`src/rtl/aes128_pkg.sv`:
```
// aes128_pkg: shared constants and types for the AES-128 encryption slice.
package aes128_pkg;
  localparam int NR_AES128 = 10;
  localparam int BLK_W = 128;
  localparam int RK_IDX_W = 4;
  typedef enum logic [1:0] {IDLE, ROUND, DONE} round_ctrl_state_t;
  typedef logic [127:0] aes_block_t;
endpackage

```
`src/rtl/aes128_encr_round_ctrl_ark.sv`:
```
// add_round_key_encr: initial AddRoundKey, XOR of a block with a round key.
module add_round_key_encr
  import aes128_pkg::*;
(
  input  aes_block_t data_i,
  input  aes_block_t rk_i,
  output aes_block_t data_o
);
  assign data_o = data_i ^ rk_i;
endmodule

```
`src/rtl/aes128_encr_round_ctrl.sv`:
```
// aes128_encr_round_ctrl: iterative AES-128 encryption sequencer, one round per clock.
// Optional abort input enabled by defining AES_ROUND_CTRL_ABORT_EN.
module aes128_encr_round_ctrl #(
  parameter int NR = aes128_pkg::NR_AES128,
  parameter int BLK_W = 128
) (
  input  logic                          clk,
  input  logic                          rst_n,
  input  logic                          in_valid,
  output logic                          in_ready,
  input  logic [BLK_W-1:0]              in_data,
  output logic [aes128_pkg::RK_IDX_W-1:0] rk_idx,
  input  logic [BLK_W-1:0]              rk,
  output logic [BLK_W-1:0]              rnd_state,
  output logic                          rnd_final,
  input  logic [BLK_W-1:0]              rnd_result,
  output logic                          out_valid,
  input  logic                          out_ready,
  output logic [BLK_W-1:0]              out_data,
`ifdef AES_ROUND_CTRL_ABORT_EN
  input  logic                          abort,
`endif
  output logic                          busy
);
  import aes128_pkg::*;
  localparam int CW = $clog2(NR + 1);
  round_ctrl_state_t st_q;
  logic [CW-1:0] round_q;
  aes_block_t state_q, ark;
  logic last, kill;
`ifdef AES_ROUND_CTRL_ABORT_EN
  assign kill = abort;
`else
  assign kill = 1'b0;
`endif
  add_round_key_encr u_ark (.data_i(in_data), .rk_i(rk), .data_o(ark));
  assign last      = round_q == CW'(NR);
  assign in_ready  = st_q == IDLE ? 1'b1 : st_q == DONE ? out_ready : 1'b0;
  assign out_valid = st_q == DONE;
  assign busy      = st_q != IDLE;
  assign rk_idx    = st_q == ROUND ? RK_IDX_W'(round_q) : '0;
  assign rnd_final = st_q == ROUND && last;
  assign rnd_state = state_q;
  assign out_data  = state_q;
  always_ff @(posedge clk or negedge rst_n) begin
    if (!rst_n) begin
      st_q    <= IDLE;
      round_q <= '0;
      state_q <= '0;
    end else if (kill) begin
      // in IDLE abort only blocks acceptance; the last ciphertext is kept
      st_q    <= IDLE;
      round_q <= '0;
      state_q <= st_q == IDLE ? state_q : '0;
    end else begin
      case (st_q)
        IDLE: if (in_valid) begin
          state_q <= ark;
          round_q <= CW'(1);
          st_q    <= ROUND;
        end
        ROUND: begin
          state_q <= rnd_result;
          if (last) st_q <= DONE;
          else round_q <= round_q + 1'b1;
        end
        DONE: if (out_ready) begin
          if (in_valid) begin
            state_q <= ark;
            round_q <= CW'(1);
            st_q    <= ROUND;
          end else begin
            round_q <= '0;
            st_q    <= IDLE;
          end
        end
        default: begin
          st_q    <= IDLE;
          round_q <= '0;
        end
      endcase
    end
  end
endmodule

```
`config.mk`:
```
export PLATFORM = sky130hd
export DESIGN_NAME = aes128_encr_round_ctrl
export DESIGN_NICKNAME = d
export VERILOG_FILES = /design/src/rtl/aes128_pkg.sv /design/src/rtl/aes128_encr_round_ctrl_ark.sv /design/src/rtl/aes128_encr_round_ctrl.sv
export SDC_FILE = /design/constraint.sdc
export NUM_CORES = 1
export LEC_CHECK = 0
export ABC_AREA = 1
export BUFFER_PORTS_ARGS = -buffer_cell sky130_fd_sc_hd__buf_2
export CORE_AREA = 2 2 257 259
export DETAILED_ROUTE_END_ITERATION = 6
export DIE_AREA = 0 0 259 261
export HOLD_SLACK_MARGIN = 0.08
export PLACE_DENSITY = 0.33
export SLEW_MARGIN = 10
export SYNTH_ARGS = -nofsm -noshare
export SYNTH_HDL_FRONTEND = slang
export SYNTH_SLANG_ARGS = --single-unit
```
`constraint.sdc`:
```
create_clock -name clk -period 2.7 [get_ports clk]
set_clock_uncertainty 0.15 [all_clocks]
set_input_delay 0.135 -clock clk [delete_from_list [all_inputs] [get_ports clk]]
set_output_delay 0.135 -clock clk [all_outputs]
set_load 0.02 [all_outputs]
```
Word level (Yosys, flattened, before mapping). Index checks and enable logic that the tools add are counted.

Word-level logic and storage cells: 35. Register bits: 134. Output and inout bits: 264.

Bitwise logic cells: 1. Multiplexer cells: 16. Eq/ne operators: 7. Reductions and logical operators: 7. Add/sub/neg operators: 1.

Operators by type and width (count): case mux 128 bit (3 select lines) (1); 2-to-1 mux 128 bit (2); XOR 128 bit (1); 2-to-1 mux 4 bit (4); case mux 4 bit (3 select lines) (1); 2-to-1 mux 2 bit (3); != test 2 bit (second input constant) (3); case mux 2 bit (3 select lines) (1); AND reduction 3 bit (2); adder 4 x 1 -> 4 bit (second input constant) (1); equality test 4 bit (second input constant) (1); 2-to-1 mux 1 bit (4); nonzero test 3 bit (1); equality test 2 x 1 -> 1 bit (second input constant) (1); equality test 2 bit (second input constant) (1); logical NOT 2 bit (1); != test 2 x 1 -> 1 bit (second input constant) (1); AND reduction 2 bit (1); nonzero test 2 bit (1); logical AND 1 bit (1).

Logic depth before layout (Yosys ltp). Gate-level depths: netlist (run 1).

Depth after elaboration: 4. Gate-level depth with buffers: 10. Gate-level depth less buffers: 8.

Cells and area by module. A second synthesis (run 1) with hierarchy kept.

Cells, all modules: 1794. Area total of the unflattened synthesis: 10416.2 µm².

By module, submodules not included: aes128_encr_round_ctrl (area each 8013.9 µm², cells each 1154, instances 1); add_round_key_encr (area each 2402.3 µm², cells each 640, instances 1).

Least setup slack after synthesis (run 1). No wires, ideal clock.

Path type: register to register. Start: register st_q[1]. End: register round_q[2]. Period minus slack after synthesis: 1.371 ns. Setup slack: 1.329 ns. Required time: 2.433 ns. Stages on the path, launching flop included: 9. Library setup time: 0.117 ns. Data arrival time: 1.104 ns. Cells stage by stage: dfrtp_1 -> inv_2 -> nand2_2 -> inv_2 -> buf_4 -> nand2_1 -> nand3_1 -> nand2_1 -> nand2_1.

Word-level cells in the longest chain between the ends: 3. Elaborated cells on any way between the ends: 8. Classes of those cells: eq/ne: 5; mux: 1; reduce/logical: 2.

RTL lines: from (decl) (RTL line aes128_encr_round_ctrl.sv:27) `round_ctrl_state_t st_q;`; from (signal assigned) (RTL line aes128_encr_round_ctrl.sv:47) `st_q <= IDLE;`; from (signal assigned) (RTL line aes128_encr_round_ctrl.sv:52) `st_q <= IDLE;`; from (signal assigned) (RTL line aes128_encr_round_ctrl.sv:60) `st_q <= ROUND;`; equality test 2 x 1 -> 1 bit, or another cell as far along (RTL line aes128_encr_round_ctrl.sv:56) `case (st_q)`; != test 2 bit (no line) / != test 2 x 1 -> 1 bit (equally long branches); AND reduction 3 bit (no line); to (signal assigned) (RTL line aes128_encr_round_ctrl.sv:65) `else round_q <= round_q + 1'b1;`; to (decl) (RTL line aes128_encr_round_ctrl.sv:28) `logic [CW-1:0] round_q;`.

Parallel ways exist; a longest one is shown, timed or not. A chain may end at the register's enable or synchronous reset.

Worst setup path in the final report (run 1).
Start: register st_q[1]. End: register state_q[47] (netlist: out_data[47]).

Word-level cells in the longest chain between the ends: 3. Elaborated cells on any way between the ends: 7. Classes of those cells: eq/ne: 3; mux: 1; reduce/logical: 3.

RTL lines: equality test 2 bit, or another cell as far along (RTL line aes128_encr_round_ctrl.sv:56); != test 2 x 1 -> 1 bit (no line) / nonzero test 3 bit (equally long branches); AND reduction 2 bit (no line); to (signal assigned) (RTL line aes128_encr_round_ctrl.sv:54) `state_q <= st_q == IDLE ? state_q : '0;`; to (signal assigned) (RTL line aes128_encr_round_ctrl.sv:58) `state_q <= ark;`; to (signal assigned) (RTL line aes128_encr_round_ctrl.sv:63) `state_q <= rnd_result;`; to (decl) (RTL line aes128_encr_round_ctrl.sv:29) `aes_block_t state_q, ark;`.

Parallel ways exist; a longest one is shown, timed or not.

==> results.cfg, run 1 <==
[placed_design]
place_congestion = 0.855
io_buffers = 651
place_area_sq_mm = 0.0122
placedCellCount = 2742
dp_hpwl_um = 30300

[synthesis]
postSynthAreaPerCell_sq_um = 6.41
synth_nets = 1790
yosysTopAreaCell = dfrtp_1
synth_area_leaders = dfrtp_1 (37%), nand2_1 (33%), buf_4 (12%)
synthCells = 1400
netlist_area_sq_mm = 0.00898
synthDistinctLibCells = 18
yosysSeqAreaShare_pct = 37.4
synth_top_area_share_pct = 37.4
ys_seq_elements = 134
yosysWarnings = 0

[critical_path]
cp-start-kind = register
r2r-start = st_q[1]$_DFFE_PN0P_
slowest_stage = dlygate4sd3_1
cpPeakStageDelay_ns = 0.58
crit_path_end_kind = register
cp_max_fo = 46
worst-path-buf-inv = 4
path_cells = inv_2 > nand2_4 > inv_4 > buf_12 > nand2_1 > o21ai_1 > dlygate4sd3_1 > nand2_1 > nand2_1
reg2reg_to = out_data[47]$_DFFE_PN0P_
cp_data_required_time_ns = 2.95
crit_top_cell = nand2_1
rr_worst_depth = 9
path_class = register to register
crit_family = buffers and inverters
cp_data_arrival_time_ns = 2.73
rrSetupSlack_ns = 0.22

[cts]
clk_pin_slew_worst_paths_ns = 0.06
cts-buffers-inserted = 17
worstSkewPairLatency_ns = 0.46
cts-root-buf = clkbuf_16
cts.sinks = 134
tritoncts = done
htree_levels = 4
cts_resized = 0
cts_buffer_depth = 2

[finish]
layout-drive-gt1-share_pct = 32.0
final_area_sq_mm = 0.0155
diodes = 0
syn_to_final_growth_pct = 72.3
nFillCells = 7401
nets = 2555
final_cells = 3042
fin_util_pct = 23.8

[route]
wirelength_um = 39400
firstDrtPassIters = 5
first_iter_violations = 393
vias = 11124
drc_errors = 0
ant_nets = 0
wl_per_cell_um = 13.0
viasPerCell = 3.66

[timing]
fmax_mhz = 403
tns_ns = 0
drv_slew = 0
finalHoldViolations = 0
finalSetupViolations = 0
slew_headroom_pct = 55.1
period_share_pct = 91.8
period_needed_ns = 2.48
worst_slew_pin_slew_ns = 0.673
rsz0062_at_grt = false

[global_route]
grt_pass1_vias = 10715
grt_pass1_wl_um = 58800
grt_max_degree = 131
track_usage_pct = 11.3
antenna_found_initial = 2
overflow = 0

[power]
p_leak_nw = 8.38
ir_drop_uv = 502
cellPowerDensity_mw_per_mm2 = 1080
total_power_mw = 16.8

[min_path]
hold_class = register to register
hold_end = out_data[37]$_DFFE_PN0P_
whs_path_depth = 2
hold_path_startpoint = out_data[37]$_DFFE_PN0P_

[floorplan]
rows = 94
ioPinCount = 652
die_w_um = 259
start_util_pct = 13.8
die_height_um = 261
core_area_sq_mm = 0.0650
die_area_sq_mm = 0.0676

[status]
status = finished, final reports clean

[run]
drv_cap = 0
cells by family (layout without fill, tap and decap cells):
logic type                 count (synthesis)  in the layout  share of synthesized area (%)
DFF                                      134            134                           37.4
xor gates and xnor gates                   1              1                         0.0976
adders and majority gates                  2              2                          0.279
buffers and inverters                    199            977                           15.7
AOI/OAI and AO/OA                        129            129                           7.19
and+or+nand+nor                          935            935                           39.3
final cells by class:
cell class              instances  area [sq um]  share of cell area (%)
clock buffers                  23           458                    2.96
clock inverters                 9           150                   0.971
inverters                      15          61.3                   0.397
multi-input cells            1067          4230                    27.4
flip-flops and latches        134          3350                    21.7
well taps                     864          1080                    6.99
repair buffers                930          6130                    39.6
repair_timing:
item,4_1_cts,5_1_grt
hold endpoints to repair,268,0
endpoints found under the setup margin,0,0
hold buffers,268,0
buffers inserted,0,0
metal layers:
metal  vias up  global-route usage [%]  part of all wire, %  wire length, um
met3        31                    3.03                  6.3             2490
met5         -                       0                0.069               27
met1      5000                    12.8                   41            16000
met4         4                    3.95                  2.0              781
li1       5703                       -                    -                -
met2       386                    20.3                   51            20100
synthesized netlist by cell type:
| cell | number |
|---|---|
| buf_6 | 13 |
| inv_2 | 5 |
| a21oi_1 | 1 |
| nand2_2 | 3 |
| xor2_1 | 1 |
| clkbuf_1 | 1 |
| buf_4 | 142 |
| nand2_1 | 788 |
| nand4_1 | 1 |
| inv_1 | 10 |
| buf_2 | 28 |
| nor2_1 | 135 |
| ha_1 | 2 |
| o21ai_1 | 90 |
| nand3_1 | 7 |
| dfrtp_1 | 134 |
| o21ai_0 | 38 |
| or2_0 | 1 |
sequential cells by signal, summed over array words and instances (netlist names):
register  count
out_data    128
st_q          2
round_q       4
worst max-delay path by stage:
| stage | end | cells after the start | slack (ns) | startpoint |
|---|---|---|---|---|
| 6_report | out_data[47]$_DFFE_PN0P_ | 9 | 0.22 | st_q[1]$_DFFE_PN0P_ |
| 5_1_grt | out_data[83]$_DFFE_PN0P_ | 9 | 0.03 | st_q[1]$_DFFE_PN0P_ |
| 3_3_place_gp | out_data[81]$_DFFE_PN0P_ | 9 | 0.69 | st_q[0]$_DFFE_PN0P_ |
| 2_1_floorplan | round_q[2]$_DFFE_PN0P_ | 8 | 1.33 | st_q[1]$_DFFE_PN0P_ |
| 4_1_cts | out_data[83]$_DFFE_PN0P_ | 9 | 0.19 | st_q[1]$_DFFE_PN0P_ |
| 3_5_place_dp | out_data[45]$_DFFE_PN0P_ | 9 | 0.66 | st_q[0]$_DFFE_PN0P_ |
worst min-delay path, delay by kind of cell, from the launching register on:
family	cells	cell delay, ns
flip-flops	1	0.36
AND/OR/NAND/NOR	2	0.11
through the flow:
stage | worst slack (ns) | hold WS, ns
6_report | 0.221 | 0.358
3_5_place_dp | 0.659 | 0.00990
4_1_cts | 0.194 | 0.347
2_1_floorplan | 1.33 | -0.311
3_3_place_gp | 0.686 | 0.0152
5_1_grt | 0.0344 | 0.390
power by group:
| part | internal, mW | switching [mW] |
|---|---|---|
| Combinational | 3.82 | 6.27 |
| Sequential | 3.05 | 1.11 |
| Clock | 1.56 | 0.949 |
| Total | 8.43 | 8.33 |
layout by cell type, fill, tap and decap left out:
cell type	Yosys	routed
inv_2	5	3
inv_1	10	10
buf_6	13	1
o21ai_0	38	38
buf_12	0	8
clkbuf_16	0	17
ha_1	2	2
nand2_1	788	788
a21oi_1	1	1
xor2_1	1	1
clkbuf_8	0	1
nand4_1	1	1
dlygate4sd3_1	0	268
inv_4	0	2
nor2_1	135	135
nand2_2	3	1
bufinv_16	0	4
nand2_4	0	1
clkinv_2	0	3
or2_0	1	1
clkbuf_1	1	5
dfrtp_1	134	134
buf_2	28	650
o21ai_1	90	90
buf_4	142	3
nand2_8	0	1
clkinvlp_4	0	2
nand3_1	7	7
No activity file was read; power rests on OpenSTA's default activity.
==> run 2, diff against run 1 <==
--- a/config.mk
+++ b/config.mk
@@ -7,11 +7,12 @@
 export LEC_CHECK = 0
 export ABC_AREA = 1
 export BUFFER_PORTS_ARGS = -buffer_cell sky130_fd_sc_hd__buf_2
+export CAP_MARGIN = 20
 export CORE_AREA = 2 2 257 259
 export DETAILED_ROUTE_END_ITERATION = 6
 export DIE_AREA = 0 0 259 261
 export HOLD_SLACK_MARGIN = 0.08
-export PLACE_DENSITY = 0.33
+export PLACE_DENSITY_LB_ADDON = 0.2
 export SLEW_MARGIN = 10
 export SYNTH_ARGS = -nofsm -noshare
 export SYNTH_HDL_FRONTEND = slang
==> results.cfg, run 2 (synthesis results as in run 1) <==
[route]
vias = 11137
viasPerCell = 3.66
first_iter_violations = 356
wl_per_cell_um = 12.7
drc_errors = 0
ant_nets = 0
wirelength_um = 38700
firstDrtPassIters = 5

[placed_design]
io_buffers = 651
place_area_sq_mm = 0.0122
placedCellCount = 2742
dp_hpwl_um = 30000
place_congestion = 0.871

[finish]
layout-drive-gt1-share_pct = 32.2
syn_to_final_growth_pct = 72.1
final_area_sq_mm = 0.0154
largest_register_ffs = 128
layout_commonest_cell = nand2_1
final_cells = 3042
nets = 2555
nFillCells = 7412
diodes = 0
layout_common_cells = nand2_1 (788), buf_2 (650), dlygate4sd3_1 (268), nor2_1 (135), dfrtp_1 (134)

[critical_path]
cp_data_arrival_time_ns = 2.76
path_cells = dlygate4sd3_1 > dlygate4sd3_1 > buf_6 > dlygate4sd3_1
crit_family = buffers and inverters
path_class = input port to asynchronous set/reset pin
cp_data_required_time_ns = 3.07
crit_path_end_kind = asynchronous set/reset pin
crit_top_cell = dlygate4sd3_1
worst-path-buf-inv = 4
cpPeakStageDelay_ns = 1.11
slowest_stage = dlygate4sd3_1
cp-start-kind = input port
cp_max_fo = 47

[timing]
rsz0062_at_grt = false
tns_ns = 0
fmax_mhz = 418
drv_slew = 0
period_needed_ns = 2.39
worst_slew_pin_slew_ns = 0.736
slew_headroom_pct = 50.8
finalSetupViolations = 0
period_share_pct = 88.6
finalHoldViolations = 0

[cts]
worstSkewPairLatency_ns = 0.47
cts-buffers-inserted = 17
cts.sinks = 134
tritoncts = done
cts-root-buf = clkbuf_16
htree_levels = 4
cts_buffer_depth = 2
post_cts_buffers = 0
clk_pin_slew_worst_paths_ns = 0.06

[power]
p_leak_nw = 8.37
ir_drop_uv = 658
cellPowerDensity_mw_per_mm2 = 1080

[run]
drv_cap = 0

[floorplan]
rows = 94
die_w_um = 259
die_area_sq_mm = 0.0676
ioPinCount = 652
start_util_pct = 13.8
die_height_um = 261
core_area_sq_mm = 0.0650

[global_route]
grt_max_degree = 72
antenna_found_initial = 0
overflow = 0
track_usage_pct = 11.0
grt_pass1_vias = 10691
grt_pass1_wl_um = 57000

[status]
status = finished, final reports clean

[min_path]
hold_class = register to register
-- run 2: path summary, 6_finish.rpt --
kind / to / depth (start not counted) / start / slack (ns)
min in group asynchronous: out_data[113]$_DFFE_PN0P_ / 3 / rst_n / 0.57
worst max register to register: out_data[83]$_DFFE_PN0P_ / 9 / st_q[1]$_DFFE_PN0P_ / 0.37
max in group clk: out_data[83]$_DFFE_PN0P_ / 9 / st_q[1]$_DFFE_PN0P_ / 0.37
worst min-delay path: out_data[94]$_DFFE_PN0P_ / 2 / out_data[94]$_DFFE_PN0P_ / 0.36
worst max-delay path: round_q[0]$_DFFE_PN0P_ / 4 / rst_n / 0.31
worst min register to register: out_data[94]$_DFFE_PN0P_ / 2 / out_data[94]$_DFFE_PN0P_ / 0.36
-- run 2: area by class of cell --
class	count	area, sq um	area share (%)
inverter	15	61.3	0.397
clock buffer	17	425	2.75
timing repair buffer	930	6140	39.8
sequential	134	3350	21.7
multi-input combinational	1067	4230	27.4
clock inverter	15	154	0.996
tap	864	1080	7.00
-- run 2: power breakdown --
group          internal, mW  switching [mW]
Sequential             3.05            1.14
Clock                  1.36            1.01
Combinational          3.82            6.26
Total                  8.22            8.42
-- run 2: metal layers --
layer	track usage, %	wire (um)
met1	12.3	15800
met2	19.9	19700
met3	2.61	2230
met4	4.58	960
met5	0	0
-- run 2: through the flow --
step | utilization (%) | worst slack, ns | total power [mW] | hold WS, ns
3_3_place_gp | 18.7 | 0.729 | 13.2 | 0.0516
4_1_cts | 23.7 | 0.206 | 17.0 | 0.346
6_report | 23.7 | 0.307 | 16.6 | 0.361
2_1_floorplan | - | 1.33 | 10.9 | -0.311
5_1_grt | 23.7 | 0.0279 | 18.1 | 0.390
3_5_place_dp | 18.7 | 0.715 | 13.3 | 0.0564
-- run 2: worst reg2reg max path, cell delays in order (launching register included) --
cell and delay (ns):
dfrtp_1 0.43, inv_2 0.11, nand2_4 0.12, inv_4 0.11, buf_12 0.28, nand2_1 0.27, o21ai_1 0.11, dlygate4sd3_1 0.56
nand2_1 0.05, nand2_1 0.07
-- run 2: what timing repair did --
action                                 CTS  global route
endpoints found under the hold margin  268             0
hold buffers                           268             0
resized for setup                        0             0
==> run 3, diff against run 2 <==
--- a/config.mk
+++ b/config.mk
@@ -9,10 +9,13 @@
 export BUFFER_PORTS_ARGS = -buffer_cell sky130_fd_sc_hd__buf_2
 export CAP_MARGIN = 20
 export CORE_AREA = 2 2 257 259
+export CTS_BUF_LIST = sky130_fd_sc_hd__clkbuf_4 sky130_fd_sc_hd__clkbuf_8
 export DETAILED_ROUTE_END_ITERATION = 6
 export DIE_AREA = 0 0 259 261
 export HOLD_SLACK_MARGIN = 0.08
 export PLACE_DENSITY_LB_ADDON = 0.2
+export RECOVER_POWER = 25
+export SKIP_CTS_REPAIR_TIMING = 1
 export SLEW_MARGIN = 10
 export SYNTH_ARGS = -nofsm -noshare
 export SYNTH_HDL_FRONTEND = slang
==> results.cfg, run 3 (synthesis results as in run 1) <==
[status]
status = finished, violations left
failed_checks = capacitance limit, slew limit

[power]
ir_drop_uv = 657
cellPowerDensity_mw_per_mm2 = 1050
total_power_mw = 16.0
p_leak_nw = 8.27

[global_route]
antenna_found_initial = 0
grt_pass1_wl_um = 54200
track_usage_pct = 10.6
grt_pass1_vias = 9580
overflow = 0
grt_max_degree = 72

[placed_design]
place_congestion = 0.871
dp_hpwl_um = 30000
io_buffers = 651
place_area_sq_mm = 0.0122
place_ws_ns = 0.715

[timing]
finalSetupViolations = 0
period_share_pct = 89.2
fmax_mhz = 415
tns_ns = 0
setup_ws_ns = 0.293
hold_ws_ns = 0.341
period_needed_ns = 2.41
slew_headroom_pct = -8.89
finalHoldViolations = 0
drv_slew = 21
rsz0062_at_grt = false
worst_slew_pin_slew_ns = 1.63

[cts]
htree_levels = 4
cts.sinks = 134
tritoncts = done
worstSkewPairLatency_ns = 0.53
cts-root-buf = clkbuf_8
cts_buffer_depth = 2
clk_pin_slew_worst_paths_ns = 0.09
cts-buffers-inserted = 17

[route]
first_iter_violations = 385
routedLengthMet1_um = 15900
highest_layer = met4
dr_wl_met2_um = 20100
vias = 11153
wirelength_um = 38900
wl_per_cell_um = 12.8
firstDrtPassIters = 4
ant_nets = 0
route.met3.wl_um = 2290
drc_errors = 0
viasPerCell = 3.67

[critical_path]
r2r-start = st_q[1]$_DFFE_PN0P_
cp_data_required_time_ns = 3.24
crit_family = buffers and inverters
crit_path_end_kind = asynchronous set/reset pin
cp-startpoint = rst_n
cp_data_arrival_time_ns = 2.95
cp_max_fo = 32
slowest_stage = dlygate4sd2_1
path_cells = dlygate4sd3_1 > dlygate4sd3_1 > dlygate4sd2_1 > buf_6
path_class = input port to asynchronous set/reset pin
cpPeakStageDelay_ns = 1.31
cp-start-kind = input port
worst-path-buf-inv = 4
crit_top_cell = dlygate4sd3_1

[floorplan]
core_area_sq_mm = 0.0650
rows = 94
die_height_um = 261
ioPinCount = 652
die_area_sq_mm = 0.0676
die_w_um = 259
start_util_pct = 13.8

[finish]
layout-drive-gt1-share_pct = 32.2
diodes = 0
syn_to_final_growth_pct = 69.6
layout_common_cells = nand2_1 (788), buf_2 (650), dlygate4sd3_1 (264), nor2_1 (135), dfrtp_1 (134)
final_area_sq_mm = 0.0152
largest_register_ffs = 128
nets = 2552
layout_commonest_cell = nand2_1

[min_path]
hold_path_startpoint = in_data[74]
hold_class = input port to register

[run]
drv_cap = 1
==> run 3: worst register-to-register path, delay by kind of cell (launching register included) <==
family	cells	cell delay, ns
flops	1	0.44
simple gates	4	0.51
compound gates	1	0.11
buf+inv	4	1.06
==> run 3: worst paths after layout <==
kind,slack [ns],depth (start not counted),to
setup / recovery,0.29,4,out_data[57]$_DFFE_PN0P_
min in group asynchronous,1.08,3,out_data[22]$_DFFE_PN0P_
hold / removal,0.34,6,out_data[74]$_DFFE_PN0P_
max in group clk,0.35,7,rnd_final
setup reg to reg,0.38,9,out_data[83]$_DFFE_PN0P_
hold reg to reg,0.37,2,out_data[51]$_DFFE_PN0P_
==> run 3: per-stage QoR <==
step / instances / utilization (%)
finish: 3039 / 23.4
global route: 3039 / 23.4
CTS: 2774 / 19.3
detailed placement: 2742 / 18.7
global placement: 2742 / 18.7
floorplan: 1400 / -
==> run 3: layout make-up <==
class / instances / area, sq um
Sequential cell: 134 / 3350
Timing Repair Buffer: 927 / 6110
Fill cell: 7427 / 49800
Clock inverter: 15 / 154
Inverter: 15 / 61.3
Clock buffer: 17 / 234
Tap cell: 864 / 1080
Multi-Input combinational cell: 1067 / 4230
==> run 3: where the power goes <==
group / internal [mW] / total (mW) / switching [mW] / leakage, nW
clock: 0.821 / 1.75 / 0.932 / 0.189
combinational: 3.81 / 10.1 / 6.27 / 6.47
sequential: 3.04 / 4.18 / 1.14 / 1.62
total: 7.67 / 16.0 / 8.34 / 8.27
==> run 3: routing by layer <==
layer  track usage (%)  vias up
li1                  -     5699
met4              3.81        0
met3              3.10       31
met2              19.0      396
met5                 0        -
met1              12.0     5027
